File: config.mk
export PLATFORM = sky130hd
export DESIGN_NAME = simon_fsm_gen
export DESIGN_NICKNAME = d
export VERILOG_FILES = /design/src/rtl/simon_pkg.sv /design/src/rtl/simon_lfsr.sv /design/src/rtl/simon_fsm_gen.sv
export SDC_FILE = /design/constraint.sdc
export NUM_CORES = 1
export LEC_CHECK = 0
export CAP_MARGIN = 20
export CORE_ASPECT_RATIO = 0.6
export CORE_MARGIN = 4
export CORE_UTILIZATION = 50
export DETAILED_ROUTE_END_ITERATION = 10
export PLACE_DENSITY = 0.77
export SYNTH_ARGS = -nofsm -noshare
export SYNTH_HDL_FRONTEND = slang
export SYNTH_SLANG_ARGS = --single-unit
File: constraint.sdc
create_clock -name clk_tick -period 3.3 [get_ports clk_tick]
set_input_delay 0.33 -clock clk_tick [delete_from_list [all_inputs] [get_ports clk_tick]]
set_output_delay 0.33 -clock clk_tick [all_outputs]
set_load 0.1 [all_outputs]
File: src/rtl/simon_pkg.sv
// Shared definitions for the Simon game controller: state encoding, LFSR taps, width helpers.
// Latency: n/a (package only).
// Backpressure: n/a (package only).
package simon_pkg;

    // State encoding; the numeric values are visible on the debug state port.
    typedef enum logic [2:0] {
        S_INIT     = 3'd0,
        S_PLAY_ON  = 3'd1,
        S_PLAY_GAP = 3'd2,
        S_WAIT     = 3'd3,
        S_CHECK    = 3'd4,
        S_ERROR    = 3'd5,
        S_WIN      = 3'd6
    } state_t;

    localparam int LFSR_W = 16;
    localparam int TAP_A  = 15;
    localparam int TAP_B  = 13;
    localparam int TAP_C  = 12;
    localparam int TAP_D  = 10;

    // Bits needed to hold 0..n-1, never less than one.
    function automatic int width_of(input int n);
        return (n <= 1) ? 1 : $clog2(n);
    endfunction

    // One Fibonacci step: shift left, feedback into bit 0.
    function automatic logic [LFSR_W-1:0] lfsr_step(input logic [LFSR_W-1:0] s);
        return {s[LFSR_W-2:0], s[TAP_A] ^ s[TAP_B] ^ s[TAP_C] ^ s[TAP_D]};
    endfunction

endpackage

File: src/rtl/simon_lfsr.sv
// Free-running 16-bit Fibonacci LFSR; exposes its low OUT_W bits as the random draw.
// Latency: draw reflects the current register value; it advances every tick.
// Backpressure: none, never stalls.
// Ports: clk_tick/reset (async, active-high), draw = lfsr[OUT_W-1:0].
module simon_lfsr
    import simon_pkg::*;
#(
    parameter logic [LFSR_W-1:0] SEED  = 16'hACE1,
    parameter int                OUT_W = 2
) (
    input  logic             clk_tick,
    input  logic             reset,
    output logic [OUT_W-1:0] draw
);

    logic [LFSR_W-1:0] lfsr;

    always_ff @(posedge clk_tick or posedge reset) begin
        if (reset) begin
            lfsr <= SEED;
        end else begin
            lfsr <= lfsr_step(lfsr);
        end
    end

    assign draw = lfsr[OUT_W-1:0];

endmodule

File: src/rtl/simon_fsm_gen.sv
// Simon game controller: draws a MAX_LEN sequence, plays rounds on the LEDs, checks presses.
// Latency: outputs are registered; a press is judged in the CHECK tick after it is latched.
// Backpressure: none; presses outside WAIT/ERROR/WIN are dropped, never queued.
// Ports: clk_tick, reset (async, active-high), btn_valid/btn_val from the button encoder,
//        led (one-hot playback, all ones on win), error_led, win_led,
//        debug: state, round_cnt, exp_val (= expected next press).
module simon_fsm_gen
    import simon_pkg::*;
#(
    parameter int                MAX_LEN       = 16,
    parameter int                NUM_BTN       = 4,
    parameter int                HOLD_TICKS    = 6,
    parameter int                GAP_TICKS     = 2,
    parameter int                TIMEOUT_TICKS = 192,
    parameter logic [LFSR_W-1:0] LFSR_SEED     = 16'hACE1,
    localparam int               BW            = width_of(NUM_BTN),
    localparam int               CW            = $clog2(MAX_LEN + 1)
) (
    input  logic               clk_tick,
    input  logic               reset,
    input  logic               btn_valid,
    input  logic [BW-1:0]      btn_val,
    output logic [NUM_BTN-1:0] led,
    output logic               error_led,
    output logic               win_led,
    output logic [2:0]         state,
    output logic [CW-1:0]      round_cnt,
    output logic [BW-1:0]      exp_val
);

    localparam int IW = width_of(MAX_LEN);
    localparam int HW = width_of(HOLD_TICKS);
    localparam int GW = width_of(GAP_TICKS);
    localparam int TW = width_of(TIMEOUT_TICKS);

    localparam logic [CW-1:0]      C_ONE     = CW'(1);
    localparam logic [CW-1:0]      LAST_IDX  = CW'(MAX_LEN - 1);
    localparam logic [CW-1:0]      MAX_C     = CW'(MAX_LEN);
    localparam logic [HW-1:0]      HOLD_LAST = HW'(HOLD_TICKS - 1);
    localparam logic [HW-1:0]      H_ONE     = HW'(1);
    localparam logic [GW-1:0]      GAP_LAST  = GW'(GAP_TICKS - 1);
    localparam logic [GW-1:0]      G_ONE     = GW'(1);
    localparam logic [TW-1:0]      TO_LAST   = TW'(TIMEOUT_TICKS - 1);
    localparam logic [TW-1:0]      T_ONE     = TW'(1);
    localparam logic [NUM_BTN-1:0] LED_ONE   = NUM_BTN'(1);

    logic [BW-1:0] draw;

    simon_lfsr #(
        .SEED  (LFSR_SEED),
        .OUT_W (BW)
    ) u_lfsr (
        .clk_tick (clk_tick),
        .reset    (reset),
        .draw     (draw)
    );

    // Sequence RAM: filled one entry per tick while in INIT.
    logic [BW-1:0] seq [MAX_LEN];

    state_t             cur_st, nxt_st;
    logic [CW-1:0]      fill_idx, fill_n;
    logic [CW-1:0]      play_idx, play_n;
    logic [CW-1:0]      input_idx, inp_n;
    logic [CW-1:0]      round_n;
    logic [HW-1:0]      hold_cnt, hold_n;
    logic [GW-1:0]      gap_cnt, gap_n;
    logic [TW-1:0]      to_cnt, to_n;
    logic [BW-1:0]      btn_q, btn_q_n;
    logic [NUM_BTN-1:0] led_n;
    logic               err_n, win_n;
    logic               start_play;
    logic [CW-1:0]      inp_plus1;

    assign inp_plus1 = input_idx + C_ONE;
    assign exp_val   = seq[input_idx[IW-1:0]];
    assign state     = cur_st;

    always_ff @(posedge clk_tick or posedge reset) begin
        if (reset) begin
            for (int i = 0; i < MAX_LEN; i++) begin
                seq[i] <= '0;
            end
        end else if (cur_st == S_INIT) begin
            seq[fill_idx[IW-1:0]] <= draw;
        end
    end

    always_ff @(posedge clk_tick or posedge reset) begin
        if (reset) begin
            cur_st    <= S_INIT;
            fill_idx  <= '0;
            play_idx  <= '0;
            input_idx <= '0;
            round_cnt <= '0;
            hold_cnt  <= '0;
            gap_cnt   <= '0;
            to_cnt    <= '0;
            btn_q     <= '0;
            led       <= '0;
            error_led <= 1'b0;
            win_led   <= 1'b0;
        end else begin
            cur_st    <= nxt_st;
            fill_idx  <= fill_n;
            play_idx  <= play_n;
            input_idx <= inp_n;
            round_cnt <= round_n;
            hold_cnt  <= hold_n;
            gap_cnt   <= gap_n;
            to_cnt    <= to_n;
            btn_q     <= btn_q_n;
            led       <= led_n;
            error_led <= err_n;
            win_led   <= win_n;
        end
    end

    always_comb begin
        nxt_st     = cur_st;
        fill_n     = fill_idx;
        play_n     = play_idx;
        inp_n      = input_idx;
        round_n    = round_cnt;
        hold_n     = hold_cnt;
        gap_n      = gap_cnt;
        to_n       = to_cnt;
        btn_q_n    = btn_q;
        led_n      = led;
        err_n      = error_led;
        win_n      = win_led;
        start_play = 1'b0;

        case (cur_st)
            S_INIT: begin
                if (fill_idx == LAST_IDX) begin
                    round_n    = C_ONE;
                    play_n     = '0;
                    start_play = 1'b1;
                end else begin
                    fill_n = fill_idx + C_ONE;
                end
            end
            S_PLAY_ON: begin
                if (hold_cnt == '0) begin
                    led_n  = '0;
                    gap_n  = GAP_LAST;
                    play_n = play_idx + C_ONE;
                    nxt_st = S_PLAY_GAP;
                end else begin
                    hold_n = hold_cnt - H_ONE;
                end
            end
            S_PLAY_GAP: begin
                led_n = '0;
                if (gap_cnt == '0) begin
                    if (play_idx < round_cnt) begin
                        start_play = 1'b1;
                    end else begin
                        inp_n  = '0;
                        to_n   = '0;
                        nxt_st = S_WAIT;
                    end
                end else begin
                    gap_n = gap_cnt - G_ONE;
                end
            end
            S_WAIT: begin
                led_n = '0;
                // A press on the final tick still wins over the timeout.
                if (btn_valid) begin
                    btn_q_n = btn_val;
                    nxt_st  = S_CHECK;
                end else if (to_cnt == TO_LAST) begin
                    err_n  = 1'b1;
                    nxt_st = S_ERROR;
                end else begin
                    to_n = to_cnt + T_ONE;
                end
            end
            S_CHECK: begin
                if (btn_q != seq[input_idx[IW-1:0]]) begin
                    err_n  = 1'b1;
                    nxt_st = S_ERROR;
                end else if (inp_plus1 < round_cnt) begin
                    inp_n  = inp_plus1;
                    to_n   = '0;
                    nxt_st = S_WAIT;
                end else if (round_cnt < MAX_C) begin
                    round_n    = round_cnt + C_ONE;
                    play_n     = '0;
                    start_play = 1'b1;
                end else begin
                    win_n  = 1'b1;
                    led_n  = '1;
                    nxt_st = S_WIN;
                end
            end
            S_ERROR: begin
                err_n = 1'b1;
                // Retry keeps the drawn sequence; only the round restarts.
                if (btn_valid) begin
                    err_n      = 1'b0;
                    round_n    = C_ONE;
                    play_n     = '0;
                    start_play = 1'b1;
                end
            end
            S_WIN: begin
                led_n = '1;
                if (btn_valid) begin
                    win_n   = 1'b0;
                    led_n   = '0;
                    round_n = '0;
                    fill_n  = '0;
                    nxt_st  = S_INIT;
                end
            end
            default: begin
                nxt_st = S_INIT;
            end
        endcase

        // Common PLAY_ON entry: light the LED for the step about to be shown.
        if (start_play) begin
            nxt_st = S_PLAY_ON;
            led_n  = LED_ONE << seq[play_n[IW-1:0]];
            hold_n = HOLD_LAST;
        end
    end

endmodule

### Word-level counts from Yosys, hierarchy flattened

Cells that the tools add are included.

* register bits after elaboration: 91
* latch bits: 0
* RAM bits: 0
* ROM bits: 0
* bits of input ports: 5
* output and inout bits: 16
* word-level logic and storage cells: 193
* memories: 0

* $add $sub $neg: 7
* multipliers: 0
* divide/modulo/power cells: 0
* magnitude comparators: 7
* equality and inequality tests: 36
* shifts and indexed selects: 1
* multiplexer cells: 79
* bitwise logic cells: 6
* reduce and logical (&&, ||, !) cells: 27

Operator list (count)
* 5-bit 2-to-1 mux: 17
* 8-bit 2-to-1 mux: 6
* 5-bit case mux with 4 select lines: 2
* 3-bit 2-to-1 mux: 13
* 32-bit bitwise mux: 1
* 2-bit inequality test, second input constant: 16
* 7-bit AND reduction: 4
* 4-bit 2-to-1 mux: 6
* 8-bit case mux with 3 select lines: 1
* 3-bit inequality test, second input constant: 7
* 5-bit by 1-bit adder with 5-bit output, second input constant: 4
* 5-bit case mux with 2 select lines: 2
* 3-bit case mux with 6 select lines: 1
* 1-bit 2-to-1 mux: 17
* 2-bit binary-select mux with 4-bit select: 2
* 4-bit case mux with 4 select lines: 1
* 5-bit >= comparator, second input constant: 3
* 4-bit inverter with 5-bit output: 3
* 5-bit AND reduction: 3
* 5-bit < comparator: 2
* 2-bit 2-to-1 mux: 5
* 2-bit nonzero test: 5
* 3-bit == test, second input constant: 3
* 8-bit by 1-bit adder with 8-bit output, second input constant: 1
* 27 further kinds: 38

### Depth between registers and ports, before layout

Gate-level depths: netlist of run 1.

* word-level depth: 13
* mapped depth: 16
* depth with buffers taken out: 14

### Cells and area by module

A second synthesis of run 1 with hierarchy kept.

* cell total of the unflattened synthesis: 502
* area total of the unflattened synthesis: 5139.9 um2

By module, submodules not included
* simon_fsm_gen: times used 1, cells each 480, area each 4684.5 um2, seq. area each 1876.8 um2
* simon_lfsr: times used 1, cells each 22, area each 455.4 um2, seq. area each 410.4 um2

### Least setup slack after synthesis of run 1

OpenSTA, ideal clock, no wires.

* path kind: flip-flop to flip-flop
* start: register cur_st[0], in the netlist state[0]
* end: register led[0]
* library setup time: 0.095 ns
* data arrival time: 3.620 ns
* data required time: 3.205 ns
* setup slack: -0.416 ns
* stages on the path, launching flop included: 12
* buffers on the path: 1
* clock period less this slack: 3.716 ns
* path through: dfrtp_1 > buf_2 > nor3_1 > a211oi_1 > nand2_1 > o311ai_4 > and2_4 > inv_4 > a211oi_1 > a211oi_1 > or4_1 > o31ai_1

* word-level cells in the longest chain between the ends: 8
* elaborated cells between the ends (all ways): 23
* those cells by class: eq/ne: 10; shift: 1; mux: 7; bitwise: 1; reduce/logical: 4

Ends and longest elaborated chain
* start: declaration: RTL line simon_fsm_gen.sv:61 `state_t cur_st, nxt_st;`
* start signal: assignment: RTL line simon_fsm_gen.sv:104 `cur_st <= nxt_st;`
* 3-bit == test (tied with other cells): RTL line simon_fsm_gen.sv:134 `case (cur_st)`
* 5-bit case mux with 4 select lines *: RTL line simon_fsm_gen.sv:134
* via play_n[3]: RTL line simon_fsm_gen.sv:63 `logic [CW-1:0] play_idx, play_n;`
* 4-bit inverter with 5-bit output (implied by the code) *: RTL line simon_fsm_gen.sv:227 `led_n = LED_ONE << seq[play_n[IW-1:0]];`
* 2-bit binary-select mux with 4-bit select *: RTL line simon_fsm_gen.sv:227
* 2-bit 2-to-1 mux (implied by the code) * (2 in series): RTL line simon_fsm_gen.sv:227
* 1-bit by 2-bit left shift with 4-bit output *: RTL line simon_fsm_gen.sv:227
* 4-bit 2-to-1 mux *: RTL line simon_fsm_gen.sv:225 `if (start_play) begin`
* end signal: assignment: RTL line simon_fsm_gen.sv:113 `led <= led_n;`
* end: declaration: RTL line simon_fsm_gen.sv:23 `output logic [NUM_BTN-1:0] led,`

Mark *: on every way through the listed nets, which the timed path passes. The rest lies on a longest branch. The select of a mux whose other input is x is not followed.
A chain may end at the register's enable or synchronous reset.

### Final worst setup path of run 1

* start: register input_idx[1]
* end: register led[1]

* word-level cells in the longest chain between the ends: 13
* elaborated cells between the ends (all ways): 25
* those cells by class: add/sub: 1; order compare: 1; eq/ne: 5; shift: 1; mux: 13; bitwise: 2; reduce/logical: 2

Ends and longest elaborated chain
* start: declaration: RTL line simon_fsm_gen.sv:64 `logic [CW-1:0] input_idx, inp_n;`
* start signal: assignment: RTL line simon_fsm_gen.sv:107 `input_idx <= inp_n;`
* branches (longest 5 deep; another with 5-bit by 1-bit adder with 5-bit output)
* 5-bit 2-to-1 mux *: RTL line simon_fsm_gen.sv:182 `if (btn_q != seq[input_idx[IW-1:0]]) begin`
* 5-bit case mux with 4 select lines *: RTL line simon_fsm_gen.sv:134
* via play_n[3]: RTL line simon_fsm_gen.sv:63
* 4-bit inverter with 5-bit output (implied by the code) *: RTL line simon_fsm_gen.sv:227
* 2-bit binary-select mux with 4-bit select *: RTL line simon_fsm_gen.sv:227
* 2-bit 2-to-1 mux (implied by the code) * (2 in series): RTL line simon_fsm_gen.sv:227
* 1-bit by 2-bit left shift with 4-bit output *: RTL line simon_fsm_gen.sv:227
* 4-bit 2-to-1 mux *: RTL line simon_fsm_gen.sv:225

Mark *: on every way through the listed nets, which the timed path passes. The select of a mux whose other input is x is not followed.

==> results of run 1 <==
==> layout make-up <==
| type | count | area [sq um] |
|---|---|---|
| clock inverter | 6 | 80.1 |
| clock buffer | 10 | 229 |
| timing repair buffer | 71 | 632 |
| inverter | 16 | 68.8 |
| tap | 135 | 169 |
| fill | 772 | 3570 |
| multi-input combinational | 386 | 2870 |
| sequential | 91 | 2300 |
==> worst max-delay path, delay by kind of cell (launching register included) <==
kind | cells | cell delay (ns)
AOI/OAI and AO/OA | 5 | 0.97
buffers and inverters | 4 | 0.51
DFF | 1 | 0.45
muxes | 2 | 0.40
and+or+nand+nor | 4 | 1.03
==> cells in the mapped netlist, types with 3 or more instances <==
master,count
a211oi_1,11
o21ai_1,3
inv_1,15
xnor2_1,6
xor2_1,3
o21a_1,4
a21o_1,6
o211ai_1,6
a31oi_1,6
dfrtp_1,83
nand2b_1,6
nand2_1,47
nor3_1,4
a41oi_1,3
and2_1,4
and3_1,10
clkbuf_1,12
mux2i_1,23
or2_2,3
mux2_2,36
nor2_1,31
nor2b_1,9
nand3_1,35
a22o_1,4
ha_1,19
o31ai_1,4
nand4_1,7
a22oi_1,7
dfstp_2,8
a21oi_1,15
o22ai_1,3
o21ai_0,41
a32oi_1,5
==> flip-flops by register name, summed over array words and instances (netlist names) <==
signal	flops
btn_q	2
error_led	1
fill_idx	5
gap_cnt	1
hold_cnt	3
input_idx	5
led	4
play_idx	5
round_cnt	5
seq	32
state	3
to_cnt	8
u_lfsr.lfsr	16
win_led	1
==> layer usage <==
metal,up-vias,track usage,part of all wire
li1,2008,-,-
met1,2177,0.378,0.50
met2,209,0.308,0.40
met3,17,0.0540,0.093
met4,0,0.0457,0.012
met5,-,0,0
==> through the flow <==
| step | setup TNS (ns) | power [uW] | cell area (sq um) | worst slack [ns] | hold WS (ns) |
|---|---|---|---|---|---|
| floorplan | 0 | 3350 | 5120 | 0.0126 | 0.331 |
| global placement | -0.0409 | 4110 | 5700 | -0.0187 | 0.332 |
| detailed placement | -0.864 | 4200 | 5700 | -0.246 | 0.336 |
| CTS | -0.375 | 5330 | 6060 | -0.135 | 0.350 |
| global route | -1.05 | 5800 | 6340 | -0.269 | 0.360 |
| finish | -0.508 | 5510 | 6340 | -0.162 | 0.348 |
==> logic make-up (layout without fill, tap and decap cells) <==
| logic type | after synthesis | count (layout) | synth area share |
|---|---|---|---|
| multiplexers | 59 | 59 | 0.124 |
| adder cells (fa/ha/maj) | 19 | 19 | 0.0466 |
| XOR/XNOR | 9 | 9 | 0.0154 |
| flip-flops | 91 | 91 | 0.448 |
| AND/OR/NAND/NOR | 170 | 170 | 0.164 |
| AO/OA/AOI/OAI | 129 | 129 | 0.170 |
| buffers and inverters | 35 | 103 | 0.0311 |
==> report_power, final <==
part | internal, uW | total (uW) | switching, uW
logic | 1020 | 2980 | 1960
clock network | 602 | 1070 | 467
registers | 1280 | 1460 | 182
==> repair_timing <==
| item | 4_1_cts | 5_1_grt |
|---|---|---|
| setup endpoints to repair | 4 | 4 |
| gates cloned | 0 | 2 |
| setup buffers | 2 | 7 |
| pin swaps | 7 | 18 |
| hold buffers | 0 | 0 |
| resized for setup | 12 | 40 |
==> path summary, 6_finish.rpt <==
| path | from | slack (ns) | endpoint | depth (start not counted) |
|---|---|---|---|---|
| worst max register to register | input_idx[1]$_DFFE_PP0P_ | -0.16 | led[1]$_DFFE_PP0P_ | 15 |
| worst max-delay path | input_idx[1]$_DFFE_PP0P_ | -0.16 | led[1]$_DFFE_PP0P_ | 15 |
| worst min-delay path | u_lfsr.lfsr[8]$_DFF_PP0_ | 0.35 | u_lfsr.lfsr[9]$_DFF_PP0_ | 0 |
| min in group asynchronous | reset | 0.36 | fill_idx[2]$_DFFE_PP0P_ | 2 |
| worst min register to register | u_lfsr.lfsr[8]$_DFF_PP0_ | 0.35 | u_lfsr.lfsr[9]$_DFF_PP0_ | 0 |
| max in group asynchronous | reset | 2.06 | u_lfsr.lfsr[0]$_DFF_PP1_ | 3 |
==> reports/qor.log, run 1 <==
qor: hold_path.timing.hold.worst.class reg -> reg
qor: synth.synth_enable_flop_cells 0
qor: sta.highest_attainable_clock_frequency 0.289 GHz
qor: sta.rsz0062_at_grt true
qor: clock_tree.clock_transition_at_the_registers_of_the_reported_paths 0.07 ns
qor: floorplanning.placement_rows 28
qor: worst_setup_path.slowest_delay 0.55 ns
qor: drt.drt_pre_antenna_iters 5
qor: floorplanning.dieArea 11900 sq um
qor: synth.netlist_instances 512
qor: final_layout.drive_gt1_frac 0.293
qor: synth.synth.avg_cell_area 9.97 sq um
qor: global_routing.overflow 0
qor: worst_setup_path.critical_path.endpoint_type flip-flop
qor: final_layout.commonest_non_fill_non_tap_cell_in_the_layout dfrtp_1
qor: synth.asyncSetResetFlopFracSynth 1.00
qor: sta.worst_slew_pin_slew 0.972 ns
qor: synth.synth_sequential_area_ratio 0.448
qor: worst_setup_path.cp_cell_sequence buf_6, clkbuf_16, mux2i_2, a22o_1, nor3_4, nor3_2, buf_4, o211ai_4, o311ai_4, and2_4, inv_8, mux2i_1, a2111oi_2, or4_4, o31ai_2
qor: synth.synth_top_area_cell dfrtp_1
qor: drt.antenna_left 0
qor: place.gp_congestion 0.971
qor: place.dp_hpwl 10.3 mm
qor: final_layout.layout.nets 599
qor: sta.final_critical_path_setup_slack -0.162 ns
qor: global_routing.grt_pass1_wl 21.8 mm
qor: sta.finalCritPeriodShare 1.05
qor: drt.drt_iter0_markers 424
qor: synth.post_synth_main_area_contributors dfrtp_1, mux2_2, ha_1
qor: place.placed_cells 689
qor: clock_tree.clock_sinks 91
qor: synth.synthesis.nets 536
qor: global_routing.groute.usage.overall 0.232
qor: run_status.outcome finished with violations
qor: floorplanning.die_width 138 um
qor: floorplanning.die_height 86.3 um
qor: floorplanning.initial_core_utilization 0.515
qor: sta.report.final.hold_viol_count 0
qor: drt.routedWlPerCell 20.0 um
qor: synth.yosysWarningCount 0
qor: final_layout.post-route-util 0.640
qor: synth.ys_dominant_reg_cell dfrtp_1
qor: clock_tree.cts_tree built
qor: synth.synthDistinctLibCells 60
qor: floorplanning.core_region_area 9910 sq um
qor: global_routing.grt_max_degree 36
qor: power.leak_pwr 0.00280 uW
qor: job.maxCapViolations 0
qor: place.buffer_ports.inserted 20
qor: global_routing.number_of_antenna_violations_at_the_first_check_in_global_routing 0
qor: synth.ys_seq_elements 91
qor: final_layout.most-common-layout-cells dfrtp_1, nand2_1, buf_4, o21ai_0, mux2_2
qor: worst_setup_path.worstPathRequired 3.55 ns
qor: global_routing.grt_pass1_vias 3955
qor: drt.remaining_drc_errors 0
qor: clock_tree.clk_root_buffer_cell clkbuf_16
qor: run_status.violations_in_the_final_reports negative setup slack
qor: power.power.density_cell_area 869 nW/um^2
qor: worst_setup_path.timing.critical_path.arrival 3.71 ns
qor: drt.overall_routed_net_length 14.3 mm
qor: sta.final_setup_fails 4
qor: worst_setup_path.cp-start-kind flip-flop
qor: final_layout.finish.cell_count_without_fillers 715
qor: clock_tree.htreeDepth 3
qor: power.ir_drop 652 uV
qor: clock_tree.ctsLongestPathBuffers 2
qor: clock_tree.clock_latency_at_the_later_pin_of_the_worst_skew_pair 0.35 ns
qor: worst_setup_path.worst_path_max_delay_cell or4_4
qor: worst_setup_path.path_class reg -> reg
qor: worst_setup_path.crit_path_max_fanout 7
qor: drt.num_vias 4411
qor: synth.synthesis.area 5110 sq um
qor: sta.relative_slew_slack 0.350
qor: final_layout.ant_diodes 0
qor: drt.post_drt_via_cell_ratio 6.17
qor: sta.finalMaxSlewViolations 0
qor: sta.post-route-min-period 3.46 ns
qor: synth.synth.top_cell.area_share 0.407
qor: clock_tree.cts_made_buffers 9
qor: floorplanning.num_io_pins 21
qor: final_layout.synthToLayoutAreaGrowth 24.2%
qor: sta.timing.clock.skew 0.00941 ns
Power figures use the tool's default switching activity.
==> run 2, diff against run 1 <==
--- a/config.mk
+++ b/config.mk
@@ -12,3 +12,3 @@
 export DETAILED_ROUTE_END_ITERATION = 10
-export PLACE_DENSITY = 0.77
+export PLACE_DENSITY = 0.74
 export SYNTH_ARGS = -nofsm -noshare
--- a/constraint.sdc
+++ b/constraint.sdc
@@ -3,2 +3,2 @@
 set_output_delay 0.33 -clock clk_tick [all_outputs]
-set_load 0.1 [all_outputs]
+set_load 0.01 [all_outputs]
==> reports/qor.log, run 2 (same netlist as run 1, synthesis figures left out) <==
qor: run_status.outcome finished with violations
qor: run_status.violations_in_the_final_reports negative setup slack
qor: sta.finalCritPeriodShare 1.05
qor: clock_tree.cts_tree built
qor: final_layout.largest_registers seq (32), u_lfsr.lfsr (16), to_cnt (8)
qor: drt.antenna_left 0
qor: place.buffer_ports.inserted 20
qor: sta.finalMaxSlewViolations 0
qor: sta.post-route-min-period 3.46 ns
qor: final_layout.drive_gt1_frac 0.311
qor: power.power.density_cell_area 766 nW/um^2
qor: final_layout.ant_diodes 0
qor: clock_tree.cts_made_buffers 9
qor: global_routing.grt_max_degree 92
qor: drt.num_vias 4557
qor: clock_tree.clock_transition_at_the_registers_of_the_reported_paths 0.07 ns
qor: hold_path.worst_hold_path.num_cells 0
qor: floorplanning.num_io_pins 21
qor: sta.report.final.hold_viol_count 0
qor: floorplanning.placement_rows 28
qor: final_layout.synthToLayoutAreaGrowth 28.4%
qor: sta.rsz0062_at_grt true
qor: floorplanning.core_region_area 9910 sq um
qor: drt.overall_routed_net_length 14.9 mm
qor: place.gp_congestion 0.989
qor: worst_setup_path.regToRegSetupSlack -0.16 ns
qor: hold_path.worst_hold_path_startpoint u_lfsr.lfsr[14]$_DFF_PP0_
qor: sta.highest_attainable_clock_frequency 0.289 GHz
qor: sta.worst_slew_pin_slew 0.724 ns
qor: sta.timing.clock.skew 0.0112 ns
qor: final_layout.layout.nets 626
qor: final_layout.commonest_non_fill_non_tap_cell_in_the_layout dfrtp_1
qor: sta.final_setup_fails 4
qor: drt.routedWlPerCell 20.1 um
qor: global_routing.number_of_antenna_violations_at_the_first_check_in_global_routing 0
qor: drt.post_drt_via_cell_ratio 6.14
qor: worst_setup_path.cp-start-kind flip-flop
qor: final_layout.registers.top_by_ff_count seq
qor: floorplanning.die_height 86.3 um
qor: power.ir_drop 482 uV
qor: worst_setup_path.r2r-start input_idx[1]$_DFFE_PP0P_
qor: worst_setup_path.crit-reg2reg-capture led[0]$_DFFE_PP0P_
qor: clock_tree.ctsLongestPathBuffers 2
qor: place.dp_hpwl 10.8 mm
qor: final_layout.largest_register_ffs 32
qor: drt.drt_iter0_markers 507
qor: worst_setup_path.rr_worst_depth 13
qor: clock_tree.clock_latency_at_the_later_pin_of_the_worst_skew_pair 0.35 ns
qor: global_routing.grt_pass1_vias 4358
qor: global_routing.overflow 0
qor: worst_setup_path.crit_path_max_fanout 4
qor: drt.drt_pre_antenna_iters 6
qor: job.maxCapViolations 0
qor: global_routing.grt_pass1_wl 24.1 mm
qor: sta.final_critical_path_setup_slack -0.159 ns
qor: clock_tree.clk_root_buffer_cell clkbuf_16
qor: hold_path.min_delay_worst_endpoint u_lfsr.lfsr[15]$_DFF_PP1_
qor: floorplanning.initial_core_utilization 0.515
qor: floorplanning.die_width 138 um
qor: sta.timing.setup.tns -0.510 ns
qor: power.leak_pwr 0.00294 uW
qor: final_layout.most-common-layout-cells dfrtp_1, buf_4, nand2_1, o21ai_0, mux2_2
qor: floorplanning.dieArea 11900 sq um
qor: global_routing.groute.usage.overall 0.257
qor: clock_tree.htreeDepth 3
qor: worst_setup_path.worstPathRequired 3.56 ns
qor: worst_setup_path.critical_path.endpoint_type flip-flop
qor: worst_setup_path.path_class reg -> reg
qor: worst_setup_path.timing.critical_path.arrival 3.72 ns
qor: drt.remaining_drc_errors 0
qor: hold_path.timing.hold.worst.class reg -> reg
qor: final_layout.post-route-util 0.661
qor: sta.final.hold.worst_slack 0.349 ns
qor: sta.relative_slew_slack 0.516
qor: clock_tree.clock_sinks 91
-- run 2: cell types whose count changed in the layout (fill, tap and decap cells not counted), sizes merged --
cell / delta
inv: +1
clkdlybuf4s50: +3
bufinv: -1
buf: +24
-- run 2: metal layers --
layer,share of wire,GRT usage,vias to the layer above
met5,0,0,-
met2,0.42,0.365,215
li1,-,-,2067
met4,0.010,0.0529,0
met1,0.46,0.386,2256
met3,0.11,0.0832,19
-- run 2: per-stage QoR --
step	setup slack [ns]	std cells	power, uW	area [sq um]
floorplan	0.0646	512	2820	5110
global placement	-0.0903	710	3610	5880
detailed placement	-0.233	710	3710	5880
CTS	-0.192	736	4890	6420
global route	-0.258	742	5350	6560
finish	-0.159	742	5020	6560
-- run 2: worst max path at each step --
stage / slack (ns) / cells after the start / from / end
6_report: -0.16 / 13 / input_idx[1]$_DFFE_PP0P_ / led[0]$_DFFE_PP0P_
5_1_grt: -0.26 / 14 / input_idx[1]$_DFFE_PP0P_ / led[1]$_DFFE_PP0P_
4_1_cts: -0.19 / 14 / input_idx[0]$_DFFE_PP0P_ / led[0]$_DFFE_PP0P_
3_5_place_dp: -0.23 / 14 / input_idx[1]$_DFFE_PP0P_ / led[1]$_DFFE_PP0P_
3_3_place_gp: -0.09 / 14 / input_idx[1]$_DFFE_PP0P_ / led[0]$_DFFE_PP0P_
2_1_floorplan: 0.06 / 13 / fill_idx[0]$_DFFE_PP0P_ / led[0]$_DFFE_PP0P_
-- run 2: area by class of cell --
cell class | instances | area (sq um)
Timing Repair Buffer | 98 | 848
Tap cell | 135 | 169
Sequential cell | 91 | 2290
Multi-Input combinational cell | 386 | 2900
Clock buffer | 10 | 239
Inverter | 16 | 63.8
Clock inverter | 6 | 52.6
Fill cell | 763 | 3360
-- run 2: worst max-delay path: stages (launching register included) --
cell       delay, ns
dfrtp_2         0.48
ha_4            0.24
ha_1            0.26
a21boi_1        0.17
o21a_1          0.15
o21ai_2         0.06
a21o_1          0.20
o311ai_4        0.35
and2_4          0.23
buf_6           0.11
mux2i_4         0.25
a2111oi_4       0.10
or4_4           0.57
o31ai_2         0.19
-- run 2: what timing repair did --
action | 4_1_cts | 5_1_grt
setup endpoints to repair | 4 | 11
hold buffers | 0 | 0
gates cloned | 1 | 0
pin swaps | 21 | 19
gates resized for setup | 37 | 21
setup buffers | 11 | 6
-- run 2: where the power goes --
group	internal [uW]	leakage [uW]	switching, uW	total (uW)
sequential	1280	0.00119	152	1430
combinational	1100	0.00161	1470	2570
clock	546	0.000143	473	1020
